==> config.mk <==
export PLATFORM = sky130hd
export DESIGN_NAME = prf_free_list
export DESIGN_NICKNAME = d
export VERILOG_FILES = /design/src/rtl/prf_free_list_pkg.sv /design/src/rtl/prf_free_list_lane_rank.sv /design/src/rtl/prf_free_list.sv
export SDC_FILE = /design/constraint.sdc
export NUM_CORES = 1
export LEC_CHECK = 0
export BUFFER_PORTS_ARGS = -buffer_cell sky130_fd_sc_hd__buf_2
export CAP_MARGIN = 0
export CORE_MARGIN = 1.5
export CORE_UTILIZATION = 40
export DETAILED_ROUTE_END_ITERATION = 7
export PLACE_DENSITY = 0.6
export RECOVER_POWER = 25
export SYNTH_ARGS = -nofsm -noshare
export SYNTH_HDL_FRONTEND = slang
export SYNTH_SLANG_ARGS = --single-unit
==> constraint.sdc <==
create_clock -name clock -period 10.2 [get_ports clock]
set_input_delay 0.51 -clock clock [delete_from_list [all_inputs] [get_ports clock]]
set_output_delay 0.51 -clock clock [all_outputs]
set_load 0.02 [all_outputs]
==> src/rtl/prf_free_list_pkg.sv <==
// Shared sizes and index types for the integer physical register free list.
package prf_free_list_pkg;

    localparam int PRF_INT_SIZE = 64;
    localparam int ARF_INT_SIZE = 32;
    localparam int RENAME_WIDTH = 2;
    localparam int COMMIT_WIDTH = 2;
    localparam int RAT_CP_SIZE  = 4;

    localparam int PRF_IDX_W = $clog2(PRF_INT_SIZE);
    localparam int FL_PTR_W  = PRF_IDX_W + 1;
    localparam int CP_IDX_W  = $clog2(RAT_CP_SIZE);

    typedef logic [PRF_IDX_W-1:0] prf_index_t;
    typedef logic [FL_PTR_W-1:0]  fl_ptr_t;
    typedef logic [CP_IDX_W-1:0]  cp_index_t;

endpackage

==> src/rtl/prf_free_list_lane_rank.sv <==
// Per-lane prefix popcount of a request vector, plus the total count.
module lane_rank #(
    parameter int N = 2,
    parameter int W = $clog2(N + 1)
) (
    input  logic [N-1:0]   req,
    output logic [N*W-1:0] rank,
    output logic [W-1:0]   total
);

    logic [W-1:0] acc;

    always_comb begin
        acc  = '0;
        rank = '0;
        for (int i = 0; i < N; i++) begin
            rank[i*W +: W] = acc;
            acc = acc + W'(req[i]);
        end
        total = acc;
    end

endmodule

==> src/rtl/prf_free_list.sv <==
// Circular free list of integer physical registers with per-branch head
// checkpoints for mispredict recovery.
module prf_free_list
    import prf_free_list_pkg::*;
#(
    parameter int PRF_SIZE     = PRF_INT_SIZE,
    parameter int ARF_SIZE     = ARF_INT_SIZE,
    parameter int RENAME_WIDTH = prf_free_list_pkg::RENAME_WIDTH,
    parameter int COMMIT_WIDTH = prf_free_list_pkg::COMMIT_WIDTH,
    parameter int CP_SIZE      = RAT_CP_SIZE
) (
    input  logic                                      clock,
    input  logic                                      reset,
    input  logic                                      stall,
    input  logic [RENAME_WIDTH-1:0]                   alloc_req,
    output logic [RENAME_WIDTH*$clog2(PRF_SIZE)-1:0]  alloc_prf,
    output logic                                      allocatable,
    input  logic [COMMIT_WIDTH-1:0]                   release_req,
    input  logic [COMMIT_WIDTH*$clog2(PRF_SIZE)-1:0]  release_prf,
    input  logic                                      check,
    input  logic [RENAME_WIDTH-1:0]                   check_flag,
    input  logic [$clog2(CP_SIZE)-1:0]                check_idx,
    input  logic                                      recover,
    input  logic [$clog2(CP_SIZE)-1:0]                recover_idx,
    output logic [$clog2(PRF_SIZE):0]                 free_count
);

    localparam int IW = $clog2(PRF_SIZE);
    localparam int PW = IW + 1;
    localparam int AW = $clog2(RENAME_WIDTH + 1);
    localparam int RW = $clog2(COMMIT_WIDTH + 1);

    logic [IW-1:0] fifo [PRF_SIZE];
    logic [PW-1:0] cp   [CP_SIZE];
    logic [PW-1:0] head, tail;
    logic [PW-1:0] head_next, tail_next;
    logic [PW-1:0] cp_off;
    logic          fire;

    logic [RENAME_WIDTH*AW-1:0] alloc_rank;
    logic [AW-1:0]              alloc_total;
    logic [COMMIT_WIDTH-1:0]    rel_vld;
    logic [COMMIT_WIDTH*RW-1:0] rel_rank;
    logic [RW-1:0]              rel_total;
    logic [PW-1:0]              rd_ptr [RENAME_WIDTH];
    logic [PW-1:0]              wr_ptr [COMMIT_WIDTH];

    lane_rank #(.N(RENAME_WIDTH), .W(AW)) u_alloc_rank (
        .req   (alloc_req),
        .rank  (alloc_rank),
        .total (alloc_total)
    );

    lane_rank #(.N(COMMIT_WIDTH), .W(RW)) u_rel_rank (
        .req   (rel_vld),
        .rank  (rel_rank),
        .total (rel_total)
    );

    assign free_count  = tail - head;
    assign allocatable = free_count >= PW'(alloc_total);
    assign fire        = !stall && allocatable && !recover;

    always_comb begin
        alloc_prf = '0;
        for (int i = 0; i < RENAME_WIDTH; i++) begin
            rd_ptr[i] = head + PW'(alloc_rank[i*AW +: AW]);
            if (alloc_req[i])
                alloc_prf[i*IW +: IW] = fifo[rd_ptr[i][IW-1:0]];
        end
    end

    // x0 is never a renamed destination, so retiring it frees nothing.
    always_comb begin
        for (int j = 0; j < COMMIT_WIDTH; j++) begin
            rel_vld[j] = release_req[j] &&
                         (release_prf[j*IW +: IW] != '0);
            wr_ptr[j]  = tail + PW'(rel_rank[j*RW +: RW]);
        end
    end

    // Offset of the first lane younger than the branch within this group.
    always_comb begin
        cp_off = '0;
        for (int i = 0; i < RENAME_WIDTH; i++) begin
            if (check_flag[i])
                cp_off = PW'(alloc_rank[i*AW +: AW]) + PW'(alloc_req[i]);
        end
    end

    always_comb begin
        head_next = head;
        if (recover)
            head_next = cp[recover_idx];
        else if (fire)
            head_next = head + PW'(alloc_total);
        tail_next = tail + PW'(rel_total);
    end

    always_ff @(posedge clock or negedge reset) begin
        if (!reset) begin
            head <= '0;
            tail <= PW'(PRF_SIZE - ARF_SIZE);
            for (int k = 0; k < PRF_SIZE; k++)
                fifo[k] <= (k < PRF_SIZE - ARF_SIZE) ? IW'(ARF_SIZE + k) : '0;
            for (int c = 0; c < CP_SIZE; c++)
                cp[c] <= '0;
        end else begin
            head <= head_next;
            tail <= tail_next;
            if (fire && check)
                cp[check_idx] <= head + cp_off;
            for (int j = 0; j < COMMIT_WIDTH; j++) begin
                if (rel_vld[j])
                    fifo[wr_ptr[j][IW-1:0]] <= release_prf[j*IW +: IW];
            end
        end
    end

    logic [PW-1:0] free_next;
    assign free_next = tail_next - head_next;

    a_no_overfill: assert property (
        @(posedge clock) disable iff (!reset)
        free_next <= PW'(PRF_SIZE)
    );

endmodule

==> metrics.md <==
| Metric | Value |
|---|---|
| Total CTS buffers | 49 |
| DP HPWL | 58500 um |
| Height of the die | 267 um |
| FF-to-FF path depth | 9 |
| Worst path depth | 1 |
| Final core utilization | 0.440 |
| Slowest CP cell | clkbuf_1 |
| Routed WL | 89900 um |
| Asr flop ratio synth | 1.00 |
| Clock Sinks | 426 |
| Met3 GRT Util | 0.0697 |
| Hold_buf cts | 0 |
| I/O pin count | 47 |
| Cell Pwr Density | 316 nW/um^2 |
| P_leak | 11.0 nW |
| Synth Instances | 2410 |
| Initial Utilization | 0.404 |
| Cells after DPL | 3210 |
| Start of the worst register-to-register path | head[1] |
| Commonest non-fill, non-tap cell in the layout | mux2i_1 |
| Vias in the first global route | 20500 |
| Crit Path Max Fanout | 109 |
| Top post-synthesis cells by area | dfrtp_1 (28%), mux4_2 (20%), mux2i_1 (12%) |
| Iteration-0 DRC Markers | 2196 |
| Finished Layout Cells | 3301 |
| Via density | 6.25 |
| Total power | 9.53 mW |
| Crit path cell chain | clkbuf_1 |
| Remaining DRCs | 0 |
| Met1 Track Usage GR | 0.337 |
| VDD IR max | 239 uV |
| HP Class | input pin to register |
| Gr usage total | 0.255 |
| Worst path bufs/invs | 1 |
| Die area | 71000 sq um |
| Avg Inst Size Synth | 11.5 sq um |
| DR vias | 20600 |
| Port bufs | 46 |
| Hold Crit Start | recover |
| Clock buffer depth | 3 |
| Core Footprint | 68700 sq um |
| Worst-path clk slew | 60 ps |
| Pin count of the biggest net entering global routing | 167 |
| Avg WL per Cell | 27.2 um |
| H-tree Lvls | 2 |
| P&R area growth vs syn | 8.78% |
| Setup Skew | 32.0 ps |
| RSZ-0062 raised after global routing | false |
| Most frequent cells in the layout | mux2i_1 (342), dfrtp_1 (311), nand2_1 (264) |
| # setup viols final | 0 |
| Layout cell share with drive strength beyond 1 | 0.318 |
| DRT Pass-1 Iters | 6 |
| Hold Path Cell Cnt | 3 |
| Rows | 96 |
| Critical Path AT | 4920 ps |
| Clk root buf | clkbuf_16 |
| Synth warnings | 0 |
| NumNets Final | 2379 |
| Min Clock Period, post-route | 6720 ps |
| Post-synth cell types | 64 |
| MaxCap Viol Count | 2 |
| CTS tree | done |
| Clk Latency, worst-skew pair | 600 ps |
| Setup CP Type | input pin to asynchronous set/reset pin |
| Antenna Nets Post-Route | 0 |
| Syn_nets | 2459 |
| Share of the synthesized area in the top cell type | 0.282 |
| Routability Congestion | 0.896 |
| FMAX | 0.149 GHz |
| Synth Flop Type | dfrtp_1 |
| Sequential area share after synthesis | 0.389 |
| Delay-heaviest family, CP | buffers and inverters |
| Met2 usage | 0.406 |
| Die width | 267 um |
| Cell Area, Synth | 27800 sq um |
| Postcts setup bufs | 0 |
| Worst setup EP type | asynchronous set/reset pin |
| EDFF count, synth | 0 |
| Initial antenna violation count | 4 |
| First-pass GRT wire length | 136000 um |
| Yosys reg bits | 426 |
| Slew @ Worst Pin | 6350 ps |
| CP Launch Type | input pin |
| Grt ovf | 0 |
| Slew HR | -3.23 |
| TNS Setup | 0 ps |
| Final hold viol count | 0 |
| CP peak stage delay | 4350 ps |
| Worst path required time | 8410 ps |
| Final Cycle Share | 0.658 |
| Violated checks | max-capacitance violations, max-slew violations |
| Max-slew violations | 187 |
| Grt peak-use layer | met2 |
| Status | finished, violations left |
| Post-CTS Resized | 0 |
| Crit path launch | reset |
| Yosys top cell by area | dfrtp_1 |
-- metrics by stage --
step	hold WS [ps]	worst slack, ps	cell area (sq um)
final	357	3480	30200
after global routing	349	2370	30200
after CTS	18.5	4410	30200
after detailed placement	493	4690	28600
after global placement	468	4890	28600
after floorplan	214	6690	27800
-- logic make-up after synthesis --
| kind of cell | Yosys count | synth area share |
|---|---|---|
| XOR/XNOR | 22 | 0.00721 |
| AO/OA/AOI/OAI | 384 | 0.0766 |
| adder cells (fa/ha/maj) | 22 | 0.0110 |
| multiplexers | 757 | 0.392 |
| AND/OR/NAND/NOR | 561 | 0.0891 |
| flip-flops | 426 | 0.389 |
| buffers and inverters | 238 | 0.0355 |
-- registers in the layout, summed over array words and instances (netlist names) --
register	cells
head	7
fifo	384
tail	7
cp	28
-- cell usage after synthesis (7+ instances only) --
cell type / n
a21oi_1: 81
buf_1: 26
buf_2: 47
clkbuf_1: 133
dfrtp_1: 313
dfstp_2: 113
ha_1: 18
inv_1: 21
mux2_1: 9
mux2_2: 159
mux2i_1: 342
mux4_2: 247
nand2_1: 264
nand2b_1: 9
nand3_1: 20
nand4_1: 26
nor2_1: 145
nor2_2: 49
nor3_1: 21
o211ai_1: 7
o21ai_0: 243
o22ai_1: 14
xnor2_1: 15
-- cell type report --
type                            instances  area [sq um]
Sequential cell                       426         10800
Clock inverter                         12           100
Clock buffer                           78          1490
Antenna cell                            1          2.50
Fill cell                            6335         38500
Multi-Input combinational cell       1746         16000
Inverter                               25          93.8
Tap cell                              931          1160
Timing Repair Buffer                   82           509
-- where the power goes --
group,internal [mW],total (mW),switching (mW)
sequential,2.48,3.20,0.725
combinational,2.17,4.57,2.40
clock,1.02,1.76,0.736
-- per-layer routing --
layer / up-vias / routed length [um]
met1: 10700 / 36500
li1: 8791 / -
met4: 6 / 2730
met5: - / 41
met3: 176 / 8550
met2: 993 / 42100
-- worst paths after layout --
path                                      to  slack, ps
max in group clock              alloc_prf[7]       4450
worst max-delay path                 head[0]       3480
worst min register to register         cp[2]        500
worst min-delay path                 head[5]        360
min in group asynchronous             cp[23]       2300
worst max register to register       head[1]       5670
(Power assumes the default switching activity.)
